===== src/rtl/muldiv_sequencer_if.sv =====
// Issue/result bundle between the execute stage and the RV32M multiply/divide sequencer.
interface muldiv_sequencer_if #(
  parameter int unsigned XLEN = 32
);
  logic            start_i;
  logic [2:0]      funct3_i;
  logic [XLEN-1:0] op_a_i;
  logic [XLEN-1:0] op_b_i;
  logic            flush_i;
  logic            busy_o;
  logic            stall_o;
  logic            done_o;
  logic [XLEN-1:0] result_o;

  // Pipeline side: issues operations, observes progress and result.
  modport master (
    output start_i, funct3_i, op_a_i, op_b_i, flush_i,
    input  busy_o, stall_o, done_o, result_o
  );

  // Sequencer side.
  modport slave (
    input  start_i, funct3_i, op_a_i, op_b_i, flush_i,
    output busy_o, stall_o, done_o, result_o
  );
endinterface


===== src/rtl/muldiv_sequencer.sv =====
// RV32M multi-cycle sequencer: radix-2 shift-add multiply and restoring divide,
// 32 iterations, with RV32M sign handling and divide special cases.
module muldiv_sequencer #(
  parameter int unsigned XLEN = 32
) (
  input  logic              clk_i,
  input  logic              reset_n_i,
  muldiv_sequencer_if.slave bus
);
  localparam int unsigned      ACC_W     = 2 * XLEN;
  localparam int unsigned      CNT_W     = 6;
  localparam logic [CNT_W-1:0] LAST_ITER = CNT_W'(XLEN - 1);
  localparam logic [XLEN-1:0]  INT_MIN   = {1'b1, {(XLEN-1){1'b0}}};

  localparam logic [2:0] F_MULH   = 3'b001;
  localparam logic [2:0] F_MULHSU = 3'b010;
  localparam logic [2:0] F_DIV    = 3'b100;
  localparam logic [2:0] F_REM    = 3'b110;

  typedef enum logic [2:0] {
    S_IDLE,
    S_PREP,
    S_CALC,
    S_FIX,
    S_DONE
  } state_e;

  state_e           state;
  logic [2:0]       funct3_q;
  logic [XLEN-1:0]  a_q;
  logic [XLEN-1:0]  b_q;
  logic             neg_a_q;
  logic             neg_b_q;
  logic [ACC_W-1:0] acc_q;
  logic [CNT_W-1:0] cnt_q;
  logic             busy_q;
  logic             done_q;
  logic [XLEN-1:0]  result_q;

  logic             is_div;
  logic             a_signed;
  logic             b_signed;
  logic             a_neg;
  logic             b_neg;
  logic [XLEN-1:0]  a_mag;
  logic [XLEN-1:0]  b_mag;
  logic             div_zero;
  logic             div_ovf;
  logic [XLEN-1:0]  special_res;
  logic [XLEN:0]    mul_sum;
  logic [ACC_W-1:0] mul_next;
  logic [XLEN:0]    rem_sh;
  logic             rem_ge;
  logic [XLEN-1:0]  rem_diff;
  logic [ACC_W-1:0] div_next;
  logic [ACC_W-1:0] prod;
  logic [XLEN-1:0]  quo;
  logic [XLEN-1:0]  rem;
  logic [XLEN-1:0]  fix_res;

  // Operand conditioning, one datapath iteration and final sign fix-up.
  always_comb begin
    is_div   = funct3_q[2];
    a_signed = 1'b0;
    b_signed = 1'b0;
    case (funct3_q)
      F_MULH, F_DIV, F_REM: begin
        a_signed = 1'b1;
        b_signed = 1'b1;
      end
      F_MULHSU: a_signed = 1'b1;
      default: ;
    endcase
    a_neg = a_signed & a_q[XLEN-1];
    b_neg = b_signed & b_q[XLEN-1];
    a_mag = a_neg ? -a_q : a_q;
    b_mag = b_neg ? -b_q : b_q;

    div_zero    = (b_q == '0);
    div_ovf     = is_div & ~funct3_q[0] & (a_q == INT_MIN) & (b_q == '1);
    special_res = div_zero ? (funct3_q[1] ? a_q : '1)
                           : (funct3_q[1] ? '0 : INT_MIN);

    // Multiply: low half holds the multiplier, multiplicand in a_q.
    mul_sum  = {1'b0, acc_q[ACC_W-1:XLEN]} + (acc_q[0] ? {1'b0, a_q} : '0);
    mul_next = {mul_sum, acc_q[XLEN-1:1]};

    // Divide: acc = {remainder, quotient}, divisor in b_q.
    rem_sh   = acc_q[ACC_W-1:XLEN-1];
    rem_ge   = (rem_sh >= {1'b0, b_q});
    rem_diff = rem_sh[XLEN-1:0] - b_q;
    div_next = rem_ge ? {rem_diff, acc_q[XLEN-2:0], 1'b1}
                      : {rem_sh[XLEN-1:0], acc_q[XLEN-2:0], 1'b0};

    prod    = (neg_a_q ^ neg_b_q) ? -acc_q : acc_q;
    quo     = (neg_a_q ^ neg_b_q) ? -acc_q[XLEN-1:0] : acc_q[XLEN-1:0];
    rem     = neg_a_q ? -acc_q[ACC_W-1:XLEN] : acc_q[ACC_W-1:XLEN];
    fix_res = is_div ? (funct3_q[1] ? rem : quo)
                     : ((funct3_q[1:0] == 2'b00) ? prod[XLEN-1:0] : prod[ACC_W-1:XLEN]);
  end

  // Sequencer state, datapath registers and registered outputs.
  always_ff @(posedge clk_i or negedge reset_n_i) begin
    if (!reset_n_i) begin
      state    <= S_IDLE;
      funct3_q <= '0;
      a_q      <= '0;
      b_q      <= '0;
      neg_a_q  <= 1'b0;
      neg_b_q  <= 1'b0;
      acc_q    <= '0;
      cnt_q    <= '0;
      busy_q   <= 1'b0;
      done_q   <= 1'b0;
      result_q <= '0;
    end else if (bus.flush_i) begin
      state  <= S_IDLE;
      busy_q <= 1'b0;
      done_q <= 1'b0;
    end else begin
      case (state)
        S_IDLE: begin
          done_q <= 1'b0;
          if (bus.start_i) begin
            funct3_q <= bus.funct3_i;
            a_q      <= bus.op_a_i;
            b_q      <= bus.op_b_i;
            busy_q   <= 1'b1;
            state    <= S_PREP;
          end
        end
        S_PREP: begin
          neg_a_q <= a_neg;
          neg_b_q <= b_neg;
          a_q     <= a_mag;
          b_q     <= b_mag;
          cnt_q   <= '0;
          acc_q   <= {{XLEN{1'b0}}, (is_div ? a_mag : b_mag)};
          if (is_div && (div_zero || div_ovf)) begin
            result_q <= special_res;
            done_q   <= 1'b1;
            state    <= S_DONE;
          end else begin
            state <= S_CALC;
          end
        end
        S_CALC: begin
          acc_q <= is_div ? div_next : mul_next;
          cnt_q <= cnt_q + CNT_W'(1);
          if (cnt_q == LAST_ITER) begin
            state <= S_FIX;
          end
        end
        S_FIX: begin
          result_q <= fix_res;
          done_q   <= 1'b1;
          state    <= S_DONE;
        end
        S_DONE: begin
          done_q <= 1'b0;
          busy_q <= 1'b0;
          state  <= S_IDLE;
        end
        default: begin
          done_q <= 1'b0;
          busy_q <= 1'b0;
          state  <= S_IDLE;
        end
      endcase
    end
  end

  // Hold the pipeline from the issuing cycle until the result is ready.
  always_comb begin
    bus.stall_o = ((state == S_IDLE) & bus.start_i & ~bus.flush_i)
                | (state == S_PREP) | (state == S_CALC) | (state == S_FIX);
  end

  assign bus.busy_o   = busy_q;
  assign bus.done_o   = done_q;
  assign bus.result_o = result_q;

endmodule


===== src/flat_wrapper.sv =====
// flat-port wrapper written by rule: the top's interface ports become plain ports
module muldiv_sequencer_flat 
#(
  parameter int unsigned XLEN = 32
)
  (clk_i, reset_n_i, bus_start_i, bus_funct3_i, bus_op_a_i, bus_op_b_i, bus_flush_i, bus_busy_o, bus_stall_o, bus_done_o, bus_result_o);
  muldiv_sequencer_if #(.XLEN(XLEN)) bus_i ();
  input  logic clk_i;
  input  logic reset_n_i;
  input wire logic [$bits(bus_i.start_i)-1:0] bus_start_i;
  input wire logic [$bits(bus_i.funct3_i)-1:0] bus_funct3_i;
  input wire logic [$bits(bus_i.op_a_i)-1:0] bus_op_a_i;
  input wire logic [$bits(bus_i.op_b_i)-1:0] bus_op_b_i;
  input wire logic [$bits(bus_i.flush_i)-1:0] bus_flush_i;
  output wire logic [$bits(bus_i.busy_o)-1:0] bus_busy_o;
  output wire logic [$bits(bus_i.stall_o)-1:0] bus_stall_o;
  output wire logic [$bits(bus_i.done_o)-1:0] bus_done_o;
  output wire logic [$bits(bus_i.result_o)-1:0] bus_result_o;
  assign bus_i.start_i = bus_start_i;
  assign bus_i.funct3_i = bus_funct3_i;
  assign bus_i.op_a_i = bus_op_a_i;
  assign bus_i.op_b_i = bus_op_b_i;
  assign bus_i.flush_i = bus_flush_i;
  assign bus_busy_o = bus_i.busy_o;
  assign bus_stall_o = bus_i.stall_o;
  assign bus_done_o = bus_i.done_o;
  assign bus_result_o = bus_i.result_o;
  muldiv_sequencer #(.XLEN(XLEN)) u_core (.clk_i(clk_i), .reset_n_i(reset_n_i), .bus(bus_i));
endmodule

===== config.mk =====
export PLATFORM = sky130hd
export DESIGN_NAME = muldiv_sequencer_flat
export DESIGN_NICKNAME = d
export VERILOG_FILES = /design/src/rtl/muldiv_sequencer_if.sv /design/src/rtl/muldiv_sequencer.sv /design/src/flat_wrapper.sv
export SDC_FILE = /design/constraint.sdc
export NUM_CORES = 1
export LEC_CHECK = 0
export BUFFER_PORTS_ARGS = -buffer_cell sky130_fd_sc_hd__buf_2
export CORE_ASPECT_RATIO = 0.7
export CORE_MARGIN = 4
export CORE_UTILIZATION = 40
export DETAILED_ROUTE_END_ITERATION = 12
export GPL_TIMING_DRIVEN = 0
export REMOVE_ABC_BUFFERS = 1
export SYNTH_ARGS = -nofsm -noshare
export SYNTH_HDL_FRONTEND = slang
export SYNTH_SLANG_ARGS = --single-unit

===== constraint.sdc =====
create_clock -name clk_i -period 5.9 [get_ports clk_i]
set_input_delay 0.295 -clock clk_i [delete_from_list [all_inputs] [get_ports clk_i]]
set_output_delay 0.295 -clock clk_i [all_outputs]
set_load 0.01 [all_outputs]

==> qor.csv <==
stage,metric,value,unit
setup_path,Setup CP Type,register to register,
synthesis,Compound-Gate Fraction of Synth Area,29.1,%
synthesis,mux contribution to synthesized area,2.45,%
synthesis,share of the synthesized area in the top cell type,26.5,%
cells_and_area,register area,0.00441,mm2
die,Die X,252,um
route,# DRC,0,
clock_network,Resized Gates After CTS,0,
power,switching share of power,53.8,%
setup_path,CP Capture Type,register,
synthesis,number of flops mapped to enable cells by yosys,0,
route,Starting DRT DRC Count,2456,
power,Gate power share,60.1,%
power,PwrDens,531,mW/mm2
global_route,largest net degree at the start of global routing,93,
clock_network,"CTS clk-pin slew, worst paths",80,ps
setup_path,CP Launch Type,register,
synthesis,Post-Synth Simple-Gate Area,21.4,%
timing,Worst-Margin Slew,1380,ps
power,Int Power,4.47,mW
timing,Tcrit/Tclk final,91.7,%
cells_and_area,area delta synth->final,9.53,%
timing,RSZ-0062 raised after global routing,no,
route,Total Wirelength,69500,um
power,Pleak,7.60,nW
global_route,met1 track demand over resource,45.7,%
route,routed vias,17935,
synthesis,Synth Area per Inst,7.45,um2
global_route,first-pass GRT wire length,102000,um
global_route,initial antenna violation count,4,
route,via/cell ratio,6.48,
timing,Slew headroom,7.78,%
setup_path,CP max stage cell,dfrtp_1,
cells_and_area,fraction of layout cells with a size suffix above 1,9.00,%
timing,fin crit period,5410,ps
min_path,Hold/Removal Path Class,primary input to register,
die,Top Ports,106,
setup_path,Worst Path Max Fanout,33,
clock_network,CTS tree,yes,
synthesis,Area contributors post-synth,"dfrtp_1, a21oi_1, o21ai_0",
setup_path,CP required,6220,ps
placed_design,Placed Cells incl. Taps,2734,
clock_network,clk sinks,176,
timing,final hold violations,0,
setup_path,Crit path largest cell delay,1260,ps
synthesis,Netlist cell types,81,
setup_path,cells along the critical path,inv_1 -> nor2_1 -> ha_1 -> nand2_1 -> o21ai_0 -> o41ai_1 -> nor2_1 -> o31ai_1 -> o21ai_0 -> o21a_1 -> a221oi_1 -> o31ai_1,
synthesis,"Warnings, synthesis",0,
global_route,grt total ovfl,0,
power,Worst VDD drop,0.000305,V
clock_network,htree depth,4,
power,Seq pwr share,27.3,%
timing,Clock Skew,20.4,ps
cells_and_area,"non-filler cells, final",2768,
cells_and_area,"leading cell types in the layout, fill and taps excluded","a21oi_1, nor2_1, nand2_1, o21ai_0, dfrtp_1",
global_route,met2 usage,40.4,%
cells_and_area,Filler cells,4148,
placed_design,Final GP Congestion,1.01,
synthesis,synthesized flop and latch total,176,
die,CORE AREA,0.0410,mm2
setup_path,Bufs and invs on worst path,1,
synthesis,Synth Area in Adders,5.51,%
timing,# setup viols final,0,
cells_and_area,final net count,2353,
synthesis,Synth Area in XOR/XNOR,9.69,%
clock_network,CTS Buffer Depth,2,
power,Clk pwr share,12.6,%
setup_path,CP top delay family,compound AO/OA/AOI/OAI gates,
route,WL/cell,25.1,um
global_route,vias in the first global route,15925,
synthesis,largest family of logic cells by synthesized area,compound AO/OA/AOI/OAI gates,
synthesis,cell taking the most area after synthesis,dfrtp_1,
timing,Max Fclk,0.185,GHz
route,DRT antenna net count,0,
clock_network,later-pin clock latency in the skew report,470,ps
placed_design,hpwl dp,52800,um
synthesis,Mapped Cells,2233,
clock_network,CTS Buf Count,17,
clock_network,# Post-CTS Setup Buffers,0,
die,# rows,62,
synthesis,mapped cell area,0.0166,mm2
clock_network,CTS Hold Bufs,1,
placed_design,PortBufs,105,
die,Starting Density,40.5,%
global_route,GRT Overall Usage,30.0,%
synthesis,asr flop ratio synth,100,%
clock_network,root buffer cell,clkbuf_16,
global_route,M3 GR Usage,8.10,%
route,Pre-Repair DR Iteration Count,6,
cells_and_area,Multi-input gate area,0.0114,mm2
timing,"Slew Viols, Final",0,
cells_and_area,"most common cell after layout, fill and taps aside",a21oi_1,
job,max-cap violations,0,
setup_path,register-to-register setup slack,490,ps
setup_path,Critical Path AT,5730,ps
die,die height,179,um
die,Die ar.,0.0449,mm2
global_route,grt peak-use layer,met1,
synthesis,"Top FF cell, synth",dfrtp_1,
status,status,"complete, no violations",
synthesis,sequential element share of the synthesized area,26.5,%
timing,setup TNS,0,ps
power,switching pwr,5.20,mW
==> synthesized netlist by cell type (28+ instances only) <==
master    number
a31oi_1       35
and2_1        35
nand2b_1      29
dfrtp_1      176
nor2_1       222
nand2_1      212
ha_1          70
nand4_1       28
a211oi_1      36
inv_1         67
clkbuf_1     156
xnor2_1      107
o21ai_0      205
a21oi_1      248
a21o_1        35
nor3_1        56
nand3_1       44
xor2_1        77
==> final cells by class <==
type / instances / area share, %
clock inverters: 12 / 0.735
diodes: 1 / 0.0137
inverters: 67 / 1.38
repair buffers: 124 / 4.75
clock buffers: 20 / 2.51
flip-flops and latches: 176 / 24.2
well taps: 544 / 3.74
multi-input cells: 1824 / 62.7
==> path summary, 6_finish.rpt <==
| check | startpoint | depth (start not counted) | endpoint |
|---|---|---|---|
| worst min-delay path | bus_funct3_i[0] | 2 | u_core.funct3_q[0] |
| worst max-delay path | u_core.acc_q[0] | 12 | u_core.acc_q[59] |
| worst min register to register | u_core.bus.result_o[16] | 2 | u_core.bus.result_o[16] |
| worst max register to register | u_core.acc_q[0] | 12 | u_core.acc_q[59] |
| min in group asynchronous | reset_n_i | 2 | u_core.acc_q[36] |
| max in group asynchronous | reset_n_i | 3 | u_core.acc_q[53] |
==> power groups by stage <==
| stage | logic (mW) | registers (mW) | clock network [mW] |
|---|---|---|---|
| 6_report | 5.82 | 2.64 | 1.21 |
| 5_1_grt | 6.30 | 2.70 | 1.28 |
| 4_1_cts | 5.67 | 2.60 | 1.22 |
| 3_5_place_dp | 5.64 | 2.62 | 0 |
| 3_3_place_gp | 5.51 | 2.63 | 0 |
| 2_1_floorplan | 4.03 | 2.26 | 0 |
==> stage by stage <==
| stage | power (mW) | setup WS, ps | utilization, % | hold WS, ps | instance area, um2 |
|---|---|---|---|---|---|
| 2_1_floorplan | 6.29 | 1400 | - | -0.591 | 16000 |
| 3_3_place_gp | 8.14 | -2010 | 41.9 | 448 | 17200 |
| 3_5_place_dp | 8.26 | 767 | 42.9 | 346 | 17600 |
| 4_1_cts | 9.50 | 747 | 44.4 | 35.1 | 18200 |
| 5_1_grt | 10.3 | 364 | 44.4 | 40.0 | 18200 |
| 6_report | 9.67 | 491 | 44.4 | 43.1 | 18200 |
==> layer usage <==
layer | vias up | routed length [um]
li1 | 8086 | -
met1 | 8686 | 31900
met2 | 1054 | 27100
met3 | 105 | 8030
met4 | 4 | 2440
met5 | - | 27
==> worst reg2reg max path, stage by stage (launching register included) <==
cell	delay [ps]
dfrtp_1	1260
inv_1	630
nor2_1	460
ha_1	370
nand2_1	150
o21ai_0	140
o41ai_1	420
nor2_1	200
o31ai_1	800
o21ai_0	230
o21a_1	220
a221oi_1	270
o31ai_1	110
==> cells by family (layout without fill, tap and decap cells) <==
kind of cell,Yosys count,after routing
AO/OA/AOI/OAI,784,784
AND/OR/NAND/NOR,748,748
buffers and inverters,233,223
XOR/XNOR,184,184
flip-flops,176,176
adder cells (fa/ha/maj),72,72
multiplexers,36,36
other,0,1
==> flip-flops by register name, indices dropped and copies added (netlist names) <==
| signal | flops |
|---|---|
| u_core.bus.busy_o | 1 |
| u_core.neg_a_q | 1 |
| u_core.funct3_q | 3 |
| u_core.b_q | 32 |
| u_core.neg_b_q | 1 |
| u_core.state | 3 |
| u_core.a_q | 32 |
| u_core.cnt_q | 6 |
| u_core.acc_q | 64 |
| u_core.bus.result_o | 32 |
| u_core.bus.done_o | 1 |
Note: power is estimated with default switching activity, not from simulation.
